$ cat src/rtl/mem_stage_lsu.sv
// MEM-stage load/store unit: issues aligned data-memory accesses and formats load data for MEM/WB.
// Latency: MEM/WB updates on the edge where dmem_ready completes the access; non-memory ops take 1 cycle.
// Backpressure: holds the upstream pipe via stall_req while memory is not ready; aborts after TIMEOUT_CYCLES.
module mem_stage_lsu #(
  parameter int TIMEOUT_CYCLES = 16
) (
  input  logic        clk,
  input  logic        reset,
  input  logic [31:0] ex_alu_result,
  input  logic [31:0] ex_write_data,
  input  logic [4:0]  ex_rd,
  input  logic        ex_mem_read,
  input  logic        ex_mem_write,
  input  logic        ex_reg_write,
  input  logic        ex_mem_to_reg,
  input  logic [2:0]  ex_funct3,
  output logic        dmem_req,
  output logic        dmem_we,
  output logic [31:0] dmem_addr,
  output logic [31:0] dmem_wdata,
  output logic [3:0]  dmem_wstrb,
  input  logic        dmem_ready,
  input  logic [31:0] dmem_rdata,
  output logic        stall_req,
  output logic [31:0] wb_alu_result,
  output logic [31:0] wb_load_data,
  output logic [4:0]  wb_rd,
  output logic        wb_reg_write,
  output logic        wb_mem_to_reg,
  output logic        misaligned,
  output logic        bus_err
);

  localparam int CW = $clog2(TIMEOUT_CYCLES + 1);
  localparam logic [CW-1:0] LAST = CW'(TIMEOUT_CYCLES - 1);

  typedef enum logic [1:0] {IDLE, WAIT, ERR} state_t;

  state_t        state;
  logic [CW-1:0] count;

  logic        mem_op;
  logic        is_store;
  logic        f3_ok;
  logic        addr_bad;
  logic        bad_access;
  logic        legal_op;
  logic        complete;
  logic [1:0]  lane;
  logic [31:0] st_wdata;
  logic [3:0]  st_wstrb;
  logic [7:0]  byte_sel;
  logic [15:0] half_sel;
  logic [31:0] load_data;

  // A store wins when both read and write are set.
  assign mem_op   = ex_mem_read | ex_mem_write;
  assign is_store = ex_mem_write;
  assign lane     = ex_alu_result[1:0];

  // Legal funct3 encodings differ for loads and stores.
  always_comb begin
    f3_ok = 1'b0;
    if (is_store) begin
      f3_ok = (ex_funct3 == 3'b000) || (ex_funct3 == 3'b001) || (ex_funct3 == 3'b010);
    end else begin
      f3_ok = (ex_funct3 == 3'b000) || (ex_funct3 == 3'b001) || (ex_funct3 == 3'b010) ||
              (ex_funct3 == 3'b100) || (ex_funct3 == 3'b101);
    end
  end

  assign addr_bad   = ((ex_funct3[1:0] == 2'b01) & ex_alu_result[0]) |
                      ((ex_funct3[1:0] == 2'b10) & (|ex_alu_result[1:0]));
  assign bad_access = mem_op & (~f3_ok | addr_bad);
  assign legal_op   = mem_op & ~bad_access;

  // Reset gates the request path so it drops without waiting for an edge.
  assign dmem_req  = ~reset & legal_op & (state != ERR);
  assign stall_req = dmem_req & ~dmem_ready;
  assign complete  = dmem_req & dmem_ready;

  // Replicate store data across lanes and build the byte enables.
  always_comb begin
    st_wdata = ex_write_data;
    st_wstrb = 4'b1111;
    case (ex_funct3[1:0])
      2'b00: begin
        st_wdata = {4{ex_write_data[7:0]}};
        st_wstrb = 4'b0001 << lane;
      end
      2'b01: begin
        st_wdata = {2{ex_write_data[15:0]}};
        st_wstrb = 4'b0011 << {ex_alu_result[1], 1'b0};
      end
      default: begin
        st_wdata = ex_write_data;
        st_wstrb = 4'b1111;
      end
    endcase
  end

  assign dmem_we    = dmem_req & is_store;
  assign dmem_addr  = dmem_req ? {ex_alu_result[31:2], 2'b00} : 32'h0;
  assign dmem_wdata = dmem_we ? st_wdata : 32'h0;
  assign dmem_wstrb = dmem_we ? st_wstrb : 4'h0;

  // Pick the addressed byte/half from the read word and extend it.
  always_comb begin
    byte_sel  = dmem_rdata[{lane, 3'b000} +: 8];
    half_sel  = dmem_rdata[{ex_alu_result[1], 4'b0000} +: 16];
    load_data = dmem_rdata;
    case (ex_funct3)
      3'b000:  load_data = {{24{byte_sel[7]}}, byte_sel};
      3'b001:  load_data = {{16{half_sel[15]}}, half_sel};
      3'b100:  load_data = {24'h0, byte_sel};
      3'b101:  load_data = {16'h0, half_sel};
      default: load_data = dmem_rdata;
    endcase
  end

  // Access FSM: wait for ready, give up after TIMEOUT_CYCLES request cycles.
  always_ff @(posedge clk or posedge reset) begin
    if (reset) begin
      state <= IDLE;
      count <= '0;
    end else begin
      case (state)
        IDLE: begin
          if (legal_op && !dmem_ready) begin
            state <= WAIT;
            count <= CW'(1);
          end
        end
        WAIT: begin
          if (!legal_op || dmem_ready) begin
            state <= IDLE;
            count <= '0;
          end else if (count == LAST) begin
            state <= ERR;
          end else begin
            count <= count + 1'b1;
          end
        end
        ERR: begin
          state <= IDLE;
          count <= '0;
        end
        default: begin
          state <= IDLE;
          count <= '0;
        end
      endcase
    end
  end

  // MEM/WB register: bubble on stall, abort or bad access; otherwise capture the instruction.
  always_ff @(posedge clk or posedge reset) begin
    if (reset) begin
      wb_alu_result <= 32'h0;
      wb_load_data  <= 32'h0;
      wb_rd         <= 5'h0;
      wb_reg_write  <= 1'b0;
      wb_mem_to_reg <= 1'b0;
      misaligned    <= 1'b0;
      bus_err       <= 1'b0;
    end else begin
      wb_alu_result <= 32'h0;
      wb_load_data  <= 32'h0;
      wb_rd         <= 5'h0;
      wb_reg_write  <= 1'b0;
      wb_mem_to_reg <= 1'b0;
      misaligned    <= 1'b0;
      bus_err       <= 1'b0;
      if (state == ERR) begin
        bus_err <= 1'b1;
      end else if (bad_access) begin
        misaligned <= 1'b1;
      end else if (!stall_req) begin
        wb_alu_result <= ex_alu_result;
        wb_load_data  <= (complete && !is_store) ? load_data : 32'h0;
        wb_rd         <= ex_rd;
        wb_reg_write  <= ex_reg_write;
        wb_mem_to_reg <= ex_mem_to_reg;
      end
    end
  end

endmodule

$ cat config.mk
export PLATFORM = sky130hd
export DESIGN_NAME = mem_stage_lsu
export DESIGN_NICKNAME = d
export VERILOG_FILES = /design/src/rtl/mem_stage_lsu.sv
export SDC_FILE = /design/constraint.sdc
export NUM_CORES = 1
export LEC_CHECK = 0
export CORE_UTILIZATION = 40
export DETAILED_ROUTE_END_ITERATION = 10
export PLACE_DENSITY_LB_ADDON = 0.12
export SLEW_MARGIN = 20
export SYNTH_ARGS = -nofsm -noshare
export SYNTH_HDL_FRONTEND = slang
export SYNTH_SLANG_ARGS = --single-unit
$ cat constraint.sdc
create_clock -name clk -period 6.4 [get_ports clk]
set_input_delay 1.28 -clock clk [delete_from_list [all_inputs] [get_ports clk]]
set_output_delay 1.28 -clock clk [all_outputs]
set_load 0.01 [all_outputs]
==> results.txt, run 1 <==
Outcome: finished clean
Storage cell area: 2002 um2
Fin crit period: 5.482 ns
Cell mode on critical path: clkdlybuf4s50_1
Number of H-tree levels: 3
Synth Warn #: 0
Crit path max fanout: 29
Setup Buffers After CTS: 0
Area grow syn2layout: 68.71%
Most frequently used flop master after synthesis: dfrtp_1
Worst-path clk slew: 0.08 ns
PD cells: 173.9 nW/um2
Inst Count DP: 795
Worst Path Arrival: 4.20 ns
Worst path slowest cell: or4_4
Worst reg2reg path depth: 4
Multi-input logic area: 1866 um2
Synth Cell Area: 4046 um2
Synthesized instance count: 440
RSZ-0062 raised after global routing: no
Largest delay share family, worst path: buffers and inverters
Largest net degree at the start of global routing: 58
Worst path depth: 6
Clock Latency Late Sink: 0.35 ns
Antenna violations before repair: 0
First-pass GRT wire length: 21.35 mm
Root Driver: clkbuf_8
Hold_buf cts: 0
Inserted Diodes: 0
Fill cell count: 770
EDFF count, synth: 0
# Max-Cap Violations: 0
Residual DRC: 0
DP Area: 6635 um2
RD Place Congestion: 0.8910
Final Setup Violations: 0
FF+latch count, synth: 80
Routed WL: 14.00 mm
Setup crit end kind: primary output
Die Area: 10520 um2
Post-DRT Antenna Nets: 0
FP Rows: 36
Largest registers: wb_alu_result (32), wb_load_data (32)
Initial Utilization: 0.4140
Non-Filler Instances: 810
Buffers on Ports: 252
Worst Setup Start Kind: primary input
Nets: 786
Leak Pwr: 0.003012 uW
Maximum vdd drop: 0.0001029 V
Crit-path max cell delay: 0.61 ns
CTS tree: done
Hold depth: 1
Height of the die: 102.6 um
Total gr overflow: 0
Setup_tns: 0 ns
Max Fclk: 0.1824 GHz
Unique cell type count in the Yosys netlist: 40
Fin. max-slew vios: 0
Initial drt markers: 252
Post-synth ARST share: 1.000
Routed vias/inst: 5.167
Final Core Density: 0.6984
Worst rel slew slack: 0.3770
Post-synthesis sequential area ratio: 0.4947
CORE AREA: 9774 um2
PostCTS Resize Cnt: 0
Clock tree buffer depth: 2
Worst Skew: 0.008821 ns
Min-delay worst type: reg -> reg
CTS sink count: 80
Required time of the critical path: 5.12 ns
Die W: 102.6 um
Kind of critical path: in -> out
Crit-path cells: clkdlybuf4s50_1 -> or4_4 -> a211oi_4 -> nand2_1 -> a21oi_1 -> clkdlybuf4s50_1
Hold Fails Final Rpt: 0
Post-route design area: 6827 um2
WHS: 0.5756 ns
Drt wl/cell: 17.29 um
Total GRT Usage: 0.2715
Share of layout cells above drive strength 1: 0.05022
Vias in the first global route: 4167
Number of buffers and inverters on the critical path: 2
Worst-Margin Slew: 0.9310 ns
Via count: 4185
Crit share post-route: 0.8566
# IOs: 255
Average size of a mapped cell: 9.196 um2
Hpwl dp: 10.65 mm
Pre-antenna DRT Iters: 5
CTS buffer count: 9
==> cell usage after synthesis (all sizes together), types with 5 or more instances <==
master	number	area [um2]
dfrtp	80	2002
a21oi	57	285.3
nor2	54	202.7
and2	40	250.2
and3	40	250.2
clkbuf	28	106.4
nand2	28	105.1
mux2i	24	240.2
buf	10	62.55
nor3	10	50.05
inv	8	30.03
or3	8	50.05
a22oi	7	52.55
mux2	5	56.30
==> kinds of logic (layout without fill, tap and decap cells) <==
| logic type | Yosys count | in the layout | synth area share |
|---|---|---|---|
| AND/OR/NAND/NOR | 200 | 200 | 0.2579 |
| buffers and inverters | 46 | 282 | 0.04916 |
| flip-flops | 80 | 80 | 0.4947 |
| XOR/XNOR | 2 | 2 | 0.004330 |
| adder cells (fa/ha/maj) | 2 | 2 | 0.006183 |
| other | 1 | 2 | 0.0009268 |
| AO/OA/AOI/OAI | 80 | 80 | 0.1135 |
| multiplexers | 29 | 29 | 0.07328 |
==> power by group <==
group / switching, uW / total (uW) / leakage, uW / internal [uW]
Sequential: 8.68 / 535 / 0.00107 / 527
Combinational: 129 / 287 / 0.00184 / 158
Clock: 185 / 365 / 0.0000921 / 180
Total: 323 / 1190 / 0.00301 / 865
==> worst register-to-register path: stages (launching register included) <==
cell and delay (ns):
dfrtp_1 0.50, nor2b_1 0.52, a2111o_1 0.53, a21o_1 0.46, nor2_1 0.14
==> through the flow <==
step / setup slack (ns) / total power (uW)
2_1_floorplan: 2.223 / 662.4
3_3_place_gp: 1.040 / 827.8
3_5_place_dp: 0.9179 / 832.0
4_1_cts: 0.9160 / 1196
5_1_grt: 0.6537 / 1238
6_report: 0.9176 / 1187
==> cell usage in the layout (no fill, tap or decap), drive strengths merged, types with 2 or more instances in the layout <==
| cell | n |
|---|---|
| clkinv | 2 |
| buf | 8 |
| clkinvlp | 2 |
| a21o | 2 |
| nor2b | 3 |
| a22oi | 7 |
| nor2 | 54 |
| a211oi | 2 |
| xnor2 | 2 |
| clkdlybuf4s50 | 251 |
| mux2 | 5 |
| a21oi | 57 |
| inv | 9 |
| or3 | 8 |
| mux2i | 24 |
| nor3 | 10 |
| clkbuf | 9 |
| and3 | 40 |
| conb | 2 |
| nand3 | 3 |
| a221oi | 2 |
| nand2b | 4 |
| o21ai | 4 |
| ha | 2 |
| and2 | 40 |
| dfrtp | 80 |
| nand3b | 4 |
| nand2 | 28 |
| nor4 | 2 |
==> layer usage <==
metal  routed length (um)  vias to the layer above  track usage
li1                     -                     1955            -
met1                 5349                     1974       0.3120
met2                 7030                      213       0.4677
met3                  989                       43      0.06237
met4                  634                        0       0.1495
met5                    0                        -            0
==> layout make-up <==
type | instances | area share
multi-input cells | 315 | 0.2733
inverters | 8 | 0.004582
repair buffers | 259 | 0.3765
clock inverters | 6 | 0.009897
clock buffers | 9 | 0.01815
well taps | 133 | 0.02438
flip-flops and latches | 80 | 0.2933
==> worst paths after layout <==
path / end / from / slack, ns
max in group asynchronous: wb_alu_result[30] / reset / 3.89
min reg2reg: count[4] / state[1] / 0.58
min: count[4] / state[1] / 0.58
max: dmem_wdata[9] / ex_funct3[2] / 0.92
min in group asynchronous: wb_reg_write / reset / 1.51
max reg2reg: wb_load_data[18] / state[0] / 4.12
No activity file was read; power rests on OpenSTA's default activity.
==> run 2, diff against run 1 <==
--- a/config.mk
+++ b/config.mk
@@ -5,8 +5,10 @@
 export SDC_FILE = /design/constraint.sdc
 export NUM_CORES = 1
 export LEC_CHECK = 0
+export CAP_MARGIN = 20
 export CORE_UTILIZATION = 40
 export DETAILED_ROUTE_END_ITERATION = 10
+export MAX_ROUTING_LAYER = met4
 export PLACE_DENSITY_LB_ADDON = 0.12
 export SLEW_MARGIN = 20
 export SYNTH_ARGS = -nofsm -noshare
==> run 2 against run 1 <==
- first-iteration DRC count grew 22%
- maximum frequency shrank 0.95%
- sequential power is essentially flat
- register-to-register slack worse by 0.05 ns
- largest power group unchanged
- via count grew 0.24%
- final area increased by 0.40%
- cell count stayed put
- clock skew fell by 0.0014 ns
- sequential cell count unchanged
==> results.txt, run 2 (synthesized netlist as in run 1, its figures left out) <==
Outcome: finished clean
Setup_tns: 0 ns
Clock tree buffer depth: 2
RD Place Congestion: 0.9104
Worst Setup Start Kind: primary input
Commonest cells after routing, fill and taps aside: 251 x clkdlybuf4s50_1, 80 x dfrtp_1, 56 x a21oi_1
Post-DRT Antenna Nets: 0
Reg-to-reg setup timing slack: 4.07 ns
Routed vias/inst: 5.179
Die Area: 10520 um2
Drt wl/cell: 17.32 um
FP Rows: 36
First-pass GRT wire length: 21.36 mm
Hold_buf cts: 0
RSZ-0062 raised after global routing: no
Fin. max-slew vios: 0
Hpwl dp: 10.69 mm
Hold EP: count[3]
Worst-Margin Slew: 0.9996 ns
Largest net degree at the start of global routing: 58
Worst reg2reg path depth: 4
Hold depth: 1
Hold path startpoint: state[1]
Initial Utilization: 0.4140
Inserted Diodes: 0
Max Fclk: 0.1807 GHz
Crit share post-route: 0.8648
Number of H-tree levels: 3
Worst-path clk slew: 0.08 ns
Fin crit period: 5.535 ns
# Max-Cap Violations: 0
Root Driver: clkbuf_8
Initial drt markers: 308
Final Setup Violations: 0
Antenna violations before repair: 0
Min-delay worst type: reg -> reg
Pwr Total: 1231 uW
Routed WL: 14.03 mm
Largest registers: wb_alu_result (32), wb_load_data (32)
Setup Buffers After CTS: 0
Die W: 102.6 um
Residual DRC: 0
Height of the die: 102.6 um
Launch point of the worst reg-to-reg path: state[0]
Nets: 786
Commonest non-fill, non-tap cell in the layout: clkdlybuf4s50_1
Required time of the critical path: 5.12 ns
Setup crit end kind: primary output
CTS sink count: 80
Total gr overflow: 0
Share of layout cells above drive strength 1: 0.05022
Via count: 4195
Kind of critical path: in -> out
CORE AREA: 9774 um2
Maximum vdd drop: 0.00008570 V
Worst Path Arrival: 4.25 ns
Leak Pwr: 0.003028 uW
Vias in the first global route: 4064
Worst rel slew slack: 0.3312
CTS tree: done
PostCTS Resize Cnt: 0
Clock Latency Late Sink: 0.35 ns
Pre-antenna DRT Iters: 6
Hold Fails Final Rpt: 0
Worst R2R End: wb_load_data[22]
Buffers on Ports: 252
Total GRT Usage: 0.2806
Crit path max fanout: 29
Fill cell count: 792
Area grow syn2layout: 69.39%
PD cells: 179.6 nW/um2
Final Core Density: 0.7012
Worst Skew: 0.007381 ns
CTS buffer count: 9
# IOs: 255
==> run 2: worst max-delay path by stage <==
stage	to	cells after the start	start	slack, ns
6_report	dmem_wstrb[3]	6	ex_mem_write	0.87
5_1_grt	dmem_wstrb[3]	6	ex_mem_write	0.64
4_1_cts	dmem_wstrb[3]	6	ex_mem_write	0.89
3_5_place_dp	dmem_wstrb[3]	6	ex_mem_write	0.90
3_3_place_gp	dmem_wdata[11]	6	ex_mem_write	1.04
2_1_floorplan	dmem_addr[30]	6	ex_alu_result[1]	2.22
==> run 2: area by class of cell <==
type / instances / area (um2) / area share
timing repair buffer: 259 / 2570 / 0.3750
tap: 133 / 166.4 / 0.02428
multi-input combinational: 315 / 1866 / 0.2722
sequential: 80 / 2002 / 0.2921
clock inverter: 5 / 81.33 / 0.01187
inverter: 8 / 31.28 / 0.004564
clock buffer: 10 / 137.6 / 0.02008
==> run 2: per-stage QoR <==
| step | worst slack [ns] | instances | area [um2] | hold slack (ns) |
|---|---|---|---|---|
| floorplan | 2.223 | 441 | 4050 | 0.4993 |
| global placement | 1.039 | 795 | 6635 | 0.5452 |
| detailed placement | 0.9033 | 795 | 6635 | 0.5589 |
| CTS | 0.8942 | 810 | 6854 | 0.5749 |
| global route | 0.6365 | 810 | 6854 | 0.5870 |
| finish | 0.8651 | 810 | 6854 | 0.5741 |
==> run 2: power by group <==
part / total [uW] / switching [uW] / internal (uW)
clock network: 408 / 180 / 228
registers: 535 / 8.58 / 527
logic: 288 / 130 / 158
total: 1230 / 318 / 913
==> run 2: worst max-delay path: stages <==
cell and delay, ns:
clkdlybuf4s50_1 0.65, a221o_1 0.53, a211oi_4 0.31, nand2_1 0.56, a21oi_1 0.34, clkdlybuf4s50_1 0.58
==> run 2: metal layers <==
layer,part of all wire,GRT usage
met4,0.045,0.1462
met5,0,-
met1,0.38,0.3249
met2,0.51,0.4636
met3,0.071,0.05288
==> run 3, diff against run 2 <==
--- a/config.mk
+++ b/config.mk
@@ -6,7 +6,8 @@
 export NUM_CORES = 1
 export LEC_CHECK = 0
 export CAP_MARGIN = 20
-export CORE_UTILIZATION = 40
+export CORE_ASPECT_RATIO = 0.5
+export CORE_UTILIZATION = 30
 export DETAILED_ROUTE_END_ITERATION = 10
 export MAX_ROUTING_LAYER = met4
 export PLACE_DENSITY_LB_ADDON = 0.12
==> run 3 against run 2 <==
- the flow now finishes with violations (design-rule violations)
- combinational power is essentially flat
- sequential cell count is the same
- critical path depth is the same
- register-to-register slack is essentially flat
- first-iteration DRC count shrank 17%
- cell count grew 4.9%
- non-clock buffer count grew 3
- sequential share of layout area shrank 0.79 points
- global-route usage shrank 6.9 points
- maximum frequency grew 3.2%
- final area grew 2.8%
- largest cell class unchanged
- highest routed layer unchanged
==> results.txt, run 3 (synthesized netlist as in run 1, its figures left out) <==
CTS buffer count: 9
First-pass GRT wire length: 22.19 mm
Crit-path cells: clkdlybuf4s50_1 -> or4_4 -> a211oi_4 -> buf_4 -> and3_1 -> clkdlybuf4s50_1
Cell mode on critical path: clkdlybuf4s50_1
Final Setup Violations: 0
Height of the die: 84.12 um
# IOs: 255
Worst-path clk slew: 0.06 ns
CTS tree: done
Final Core Density: 0.5454
FP Rows: 29
Crit-path max cell delay: 0.60 ns
DP Area: 6696 um2
PostCTS Resize Cnt: 0
Worst Skew: 0.004244 ns
Die W: 166.2 um
Vias in the first global route: 3910
Setup_tns: 0 ns
Worst Path Arrival: 4.08 ns
Commonest non-fill, non-tap cell in the layout: clkdlybuf4s50_1
RSZ-0062 raised after global routing: no
Leak Pwr: 0.003100 uW
Hold_buf cts: 0
Residual DRC: 14
Worst Setup Start Kind: primary input
PD cells: 200.3 nW/um2
Worst-Margin Slew: 0.8298 ns
Routed vias/inst: 4.712
CTS sink count: 80
CORE AREA: 12920 um2
Post-route design area: 7046 um2
Setup crit end kind: primary output
Crit share post-route: 0.8380
Fin. max-slew vios: 0
Hpwl dp: 10.54 mm
Total GRT Usage: 0.2112
Worst path slowest cell: clkdlybuf4s50_1
Initial Utilization: 0.3133
Die Area: 13980 um2
Area grow syn2layout: 74.12%
Maximum vdd drop: 0.0001166 V
Pre-antenna DRT Iters: 8
Routed WL: 14.19 mm
Hold Fails Final Rpt: 0
Largest registers: wb_alu_result (32), wb_load_data (32)
Min-delay worst type: reg -> reg
Drt wl/cell: 16.69 um
Nets: 789
Failing checks: design-rule violations
Outcome: finished with violations
Max Fclk: 0.1865 GHz
# Max-Cap Violations: 0
Buffers on Ports: 252
Total gr overflow: 0
Initial drt markers: 257
RD Place Congestion: 0.8720
Antenna violations before repair: 0
Largest net degree at the start of global routing: 49
Reg-to-reg setup timing slack: 4.07 ns
Crit path max fanout: 31
Fin crit period: 5.363 ns
Setup Buffers After CTS: 0
Post-DRT Antenna Nets: 0
Via count: 4005
Number of H-tree levels: 3
Required time of the critical path: 5.12 ns
Worst rel slew slack: 0.4456
Clock tree buffer depth: 2
Kind of critical path: in -> out
Root Driver: clkbuf_16
Clock Latency Late Sink: 0.33 ns
Commonest cells after routing, fill and taps aside: 251 x clkdlybuf4s50_1, 80 x dfrtp_1, 56 x a21oi_1
Inserted Diodes: 0
Share of layout cells above drive strength 1: 0.05441
## run 3: layer usage
| metal | GRT usage | up-vias | wire, um |
|---|---|---|---|
| met2 | 0.3383 | 142 | 6880 |
| met5 | - | - | 0 |
| met3 | 0.05595 | 16 | 926 |
| li1 | - | 1961 | - |
| met4 | 0.06313 | 0 | 238 |
| met1 | 0.2628 | 1886 | 6144 |
## run 3: cell type report
class | count | area, um2
clock buffers | 9 | 225.2
clock inverters | 6 | 116.4
fillers | 1204 | 5872
inverters | 8 | 31.28
multi-input cells | 315 | 1866
flip-flops and latches | 80 | 2002
well taps | 170 | 212.7
repair buffers | 262 | 2592
## run 3: final timing paths
kind                                   from          endpoint  depth (start not counted)
setup reg to reg                   state[0]  wb_load_data[17]                          4
hold reg to reg                    count[3]          count[3]                          2
min in group asynchronous             reset  wb_load_data[15]                          2
max in group asynchronous             reset          wb_rd[3]                          3
hold / removal                     count[3]          count[3]                          2
setup / recovery           ex_alu_result[0]     dmem_addr[30]                          6
## run 3: critical path, delay by kind of cell
family | cells | cell delay [ns]
buffers and inverters | 3 | 1.52
and+or+nand+nor | 2 | 0.79
AOI/OAI and AO/OA | 1 | 0.49
## run 3: per-stage QoR
step / setup WS [ns] / hold WS (ns) / power [uW] / instances
global route: 0.8872 / 0.6143 / 1477 / 850
detailed placement: 1.031 / 0.5778 / 831.9 / 834
global placement: 1.097 / 0.5728 / 830.8 / 834
CTS: 1.031 / 0.5879 / 1431 / 849
floorplan: 2.223 / 0.4993 / 662.4 / 441
finish: 1.037 / 0.5981 / 1411 / 850
## run 3: where the power goes
part           internal [uW]  total [uW]  switching [uW]
Sequential               527         536            8.74
Combinational            159         285             126
Clock                    382         590             208
